`config.mk`:
```
export PLATFORM = sky130hd
export DESIGN_NAME = logic_unit_arbiter
export DESIGN_NICKNAME = d
export VERILOG_FILES = /design/src/rtl/logic_unit_pkg.sv /design/src/rtl/logic_unit_arbiter_rr_arbiter.sv /design/src/rtl/logic_unit_arbiter.sv
export SDC_FILE = /design/constraint.sdc
export NUM_CORES = 1
export LEC_CHECK = 0
export ABC_AREA = 1
export CAP_MARGIN = 20
export CORE_MARGIN = 10
export CORE_UTILIZATION = 45
export DETAILED_ROUTE_END_ITERATION = 8
export PLACE_DENSITY = 0.79
export SLEW_MARGIN = 20
export SYNTH_ARGS = -nofsm -noshare
export SYNTH_HDL_FRONTEND = slang
export SYNTH_HIERARCHICAL = 1
export SYNTH_SLANG_ARGS = --single-unit
```
`constraint.sdc`:
```
create_clock -name clk -period 3.4 [get_ports clk]
set_input_delay 0.68 -clock clk [delete_from_list [all_inputs] [get_ports clk]]
set_output_delay 0.68 -clock clk [all_outputs]
set_load 0.02 [all_outputs]
```
`src/rtl/logic_unit_pkg.sv`:
```
// Shared types and the bitwise op evaluator used by the arbiter datapath and its bench model.
package logic_unit_pkg;

  // Widest operand eval_op handles; callers zero-extend in and truncate the result back.
  localparam int LU_MAX_WIDTH = 256;

  typedef enum logic [1:0] {
    OP_AND  = 2'd0,
    OP_OR   = 2'd1,
    OP_XOR  = 2'd2,
    OP_ANDN = 2'd3
  } op_e;

  typedef enum logic [1:0] {
    IDLE = 2'd0,
    EXEC = 2'd1,
    RESP = 2'd2
  } state_e;

  function automatic logic [LU_MAX_WIDTH-1:0] eval_op(
    input logic [LU_MAX_WIDTH-1:0] a,
    input logic [LU_MAX_WIDTH-1:0] b,
    input op_e                     op
  );
    case (op)
      OP_AND:  return a & b;
      OP_OR:   return a | b;
      OP_XOR:  return a ^ b;
      default: return a & ~b;
    endcase
  endfunction

endpackage

```
`src/rtl/logic_unit_arbiter_rr_arbiter.sv`:
```
// Combinational round-robin picker: first asserted request after i_last_grant, wrapping.
module rr_arbiter #(
  parameter int NUM_REQ = 4
) (
  input  logic [NUM_REQ-1:0]         i_req,
  input  logic [$clog2(NUM_REQ)-1:0] i_last_grant,
  output logic [NUM_REQ-1:0]         o_gnt,
  output logic [$clog2(NUM_REQ)-1:0] o_gnt_idx,
  output logic                       o_any
);

  localparam int IDW = $clog2(NUM_REQ);

  logic [IDW-1:0] w_idx;

  always_comb begin
    // NOTE: every output gets a default before the loop so no path leaves it unassigned (no latch).
    o_gnt     = '0;
    o_gnt_idx = '0;
    o_any     = 1'b0;
    w_idx     = '0;
    // Walk from the farthest offset to the nearest so the closest requester overwrites last.
    for (int off = NUM_REQ; off >= 1; off--) begin
      w_idx = IDW'((int'(i_last_grant) + off) % NUM_REQ);
      if (i_req[w_idx]) begin
        o_gnt     = NUM_REQ'(1) << w_idx;
        o_gnt_idx = w_idx;
        o_any     = 1'b1;
      end
    end
  end

endmodule

```
`src/rtl/logic_unit_arbiter.sv`:
```
// Round-robin shared bitwise logic unit: grant in IDLE, compute in EXEC, hold response in RESP.
module logic_unit_arbiter
  import logic_unit_pkg::*;
#(
  parameter int NUM_REQ = 4,
  parameter int WIDTH   = 8
) (
  input  logic                             clk,
  input  logic                             rst_n,
  input  logic [NUM_REQ-1:0]               req_valid,
  output logic [NUM_REQ-1:0]               req_ready,
  input  logic [NUM_REQ-1:0][WIDTH-1:0]    req_a,
  input  logic [NUM_REQ-1:0][WIDTH-1:0]    req_b,
  input  logic [NUM_REQ-1:0][1:0]          req_op,
  output logic                             rsp_valid,
  input  logic                             rsp_ready,
  output logic [WIDTH-1:0]                 rsp_data,
  output logic [$clog2(NUM_REQ)-1:0]       rsp_id
);

  localparam int IDW = $clog2(NUM_REQ);

  state_e           r_state;
  logic [WIDTH-1:0] r_a;
  logic [WIDTH-1:0] r_b;
  op_e              r_op;
  logic [IDW-1:0]   r_id;
  logic [IDW-1:0]   r_last_grant;

  logic [NUM_REQ-1:0] w_gnt;
  logic [IDW-1:0]     w_gnt_idx;
  logic               w_any;

  rr_arbiter #(
    .NUM_REQ (NUM_REQ)
  ) u_rr_arbiter (
    .i_req        (req_valid),
    .i_last_grant (r_last_grant),
    .o_gnt        (w_gnt),
    .o_gnt_idx    (w_gnt_idx),
    .o_any        (w_any)
  );

  // Grants are only offered in IDLE; EXEC and RESP never accept a new request.
  assign req_ready = (r_state == IDLE) ? w_gnt : '0;

  // NOTE: state registers use non-blocking assignments so every register samples pre-edge values.
  always_ff @(posedge clk) begin
    if (!rst_n) begin
      r_state      <= IDLE;
      r_a          <= '0;
      r_b          <= '0;
      r_op         <= OP_AND;
      r_id         <= '0;
      r_last_grant <= IDW'(NUM_REQ - 1);
      rsp_valid    <= 1'b0;
      rsp_data     <= '0;
      rsp_id       <= '0;
    end else begin
      case (r_state)
        IDLE: begin
          if (w_any) begin
            r_a     <= req_a[w_gnt_idx];
            r_b     <= req_b[w_gnt_idx];
            r_op    <= op_e'(req_op[w_gnt_idx]);
            r_id    <= w_gnt_idx;
            r_state <= EXEC;
          end
        end
        EXEC: begin
          rsp_data  <= WIDTH'(eval_op(LU_MAX_WIDTH'(r_a), LU_MAX_WIDTH'(r_b), r_op));
          rsp_id    <= r_id;
          rsp_valid <= 1'b1;
          r_state   <= RESP;
        end
        RESP: begin
          // Priority rotates only once the consumer has taken the result.
          if (rsp_ready) begin
            rsp_valid    <= 1'b0;
            r_last_grant <= rsp_id;
            r_state      <= IDLE;
          end
        end
        default: r_state <= IDLE;
      endcase
    end
  end

endmodule

```
==> flow_summary.yaml <==
drt:
  wl_per_cell_um: 12.12
  drt_iter0_drc: 189
  via_per_inst: 4.742
  drt_wl_total_um: 8410
  ant_nets: 0
  drt-pass1-iter-count: 4
  via_count: 3291
  drc: 0
timing:
  min_period_over_period_pct: 87.92
  skew_ns: 0.01252
  slew_viol_final: 0
  hold_viol: 0
  setup_violations: 0
  holdWs_ns: 0.4634
  rsz0062_at_grt: "no"
  period_minus_slack_ns: 2.989
  setup_tns_ns: 0
  worst_pin_slew_ns: 0.5454
  slew-limit-headroom_pct: 63.59
  fmax_mhz: 334.5
worst_hold_path:
  worstHoldPathType: "reg2reg"
layout:
  area_growth_pct: 33.90
  final_common_cell: "nand2_1"
  stdcell_count: 694
  drive_gt1_share_pct: 7.618
  final_cell_mix: "nand2_1, clkdlybuf4s50_1, inv_1"
  fillCellCount: 631
  diodes: 0
  fin_nets: 712
placed_design:
  hpwl_um: 6538
  globalplace.congestion: 0.8105
  dp.cells: 686
  portBuffers: 93
critical_path:
  worstPathCellList: "clkdlybuf4s50_1, inv_1, nand2_1, nand3_4, nand2_4, nor2_4, nand2_1, nand3_1, nand2_1, inv_1, inv_1, nor2_1, dlymetal6s2s_1"
  critPathArrivalTime_ns: 2.31
  crit_fanout: 9
  startpoint_type: "primary input"
  endpoint_kind: "output pin"
  cp_data_required_time_ns: 2.72
  critPathKind: "in2out"
  max_stage_delay_ns: 0.46
  slowest_stage: "clkdlybuf4s50_1"
die:
  die_width_um: 102.2
  dieHeight_um: 102.2
  core_mm2: 0.006459
  initial_utilization_pct: 47.04
  rows: 29
  pin_count: 94
  die_area_mm2: 0.01044
global_routing:
  met3_usage_pct: 6.748
  grtUsageMet2_pct: 24.49
  grt_pass1_vias: 3042
  grt_max_degree: 38
  grt_overflow: 0
  grt.total_usage_pct: 15.87
  grt_util_met1_pct: 20.17
  grt_pass1_wl_um: 13890
  busiest_layer: "met2"
  antenna_found_initial: 0
synth:
  syn_area_per_cell_um2: 5.700
  synth.distinct_cells: 27
  yosysWarnings: 6
  syn_area_mm2: 0.003038
  synth_nets: 629
  synth_seq_cells: 35
  syn_inst: 533
  yosysSeqAreaShare_pct: 23.06
outcome:
  status: "finished clean"
pwr:
  irDropWorstVdd_uv: 192.6
  p_leak_nw: 2.197
  p_per_area_mw_per_mm2: 419.7
  finalPower_mw: 1.707
cts:
  worstSkewPairLatency_ns: 0.30
  cts_buffers: 5
  cts_buffer_depth: 2
  cts_max_level: 2
  cts_root_buffer: "clkbuf_8"
  postCtsSetupRepairBufs: 0
  cts_tree: "built"
  cts_hold_buf: 0
  clkSlewWorstSetupHoldPaths_ns: 0.07
  clock-sinks: 35
job:
  maxCapViolCount: 0
==> registers in the layout, summed over array words and instances, names as in the netlist <==
name,flops
r_last_grant,2
rsp_data,8
r_id,2
r_op,2
r_a,8
r_b,8
r_state,2
rsp_valid,1
rsp_id,2
==> layer usage <==
| metal | share of wire (%) | vias to the layer above |
|---|---|---|
| met4 | 0.98 | 0 |
| met5 | 0 | - |
| met3 | 10 | 11 |
| li1 | - | 1775 |
| met1 | 46 | 1386 |
| met2 | 43 | 119 |
==> synthesized netlist by cell type (all sizes together) <==
master  instances  area, µm²
a21boi          1      7.510
a21oi          23      160.1
buf            19      132.6
clkbuf          5      20.01
clkinv          1      3.750
dfxtp          35      700.7
ha             17      212.7
inv            91      341.6
nand2         214      843.3
nand3          72      382.9
nand4           2      12.51
nor2           44      172.7
nor3            1      5.000
o21a            1      7.510
o21ai           7      35.03
==> through the flow <==
step	worst slack, ns	utilization [%]	area [µm²]
floorplan	0.8239	-	3038
global route	0.2724	62.98	4068
finish	0.4106	62.98	4068
global placement	0.1159	61.39	3965
CTS	0.03839	62.82	4058
detailed placement	0.04198	61.39	3965
==> cells by family after synthesis <==
| group | Yosys count | share of synthesized area [%] |
|---|---|---|
| AND/OR/NAND/NOR | 333 | 46.62 |
| adder cells (fa/ha/maj) | 17 | 7.002 |
| buffers and inverters | 116 | 16.39 |
| AO/OA/AOI/OAI | 32 | 6.919 |
| flip-flops | 35 | 23.06 |
==> timing repair <==
item / 4_1_cts / 5_1_grt
endpoints found under the setup margin: 0 / 4
resized for setup: 0 / 4
hold endpoints to repair: 0 / 0
==> power breakdown <==
group          switching [mW]  leakage [nW]  total, mW  internal (mW)
logic                   0.539          1.87      0.890          0.351
registers              0.0294         0.290      0.507          0.478
clock network           0.164        0.0408      0.310          0.146
==> layout make-up <==
class | count | area, µm² | share of cell area [%]
clock buffers | 5 | 68.82 | 1.692
well taps | 77 | 96.34 | 2.369
multi-input cells | 382 | 1839 | 45.22
flip-flops and latches | 35 | 700.7 | 17.23
clock inverters | 3 | 23.77 | 0.5844
repair buffers | 100 | 993.5 | 24.42
inverters | 92 | 345.3 | 8.490
==> worst paths after layout <==
check	from	end	slack (ns)	cells after the start
worst min register to register	rsp_valid	rsp_valid	0.46	2
worst min-delay path	rsp_valid	rsp_valid	0.46	2
worst max register to register	r_last_grant[0]	r_b[5]	0.90	15
worst max-delay path	req_valid[1]	req_ready[1]	0.41	13
==> worst max-delay path, delay by kind of cell <==
| family | cells | cell delay, ns |
|---|---|---|
| AND/OR/NAND/NOR | 8 | 0.78 |
| buffers and inverters | 5 | 0.84 |
No activity file was read; power rests on OpenSTA's default activity.
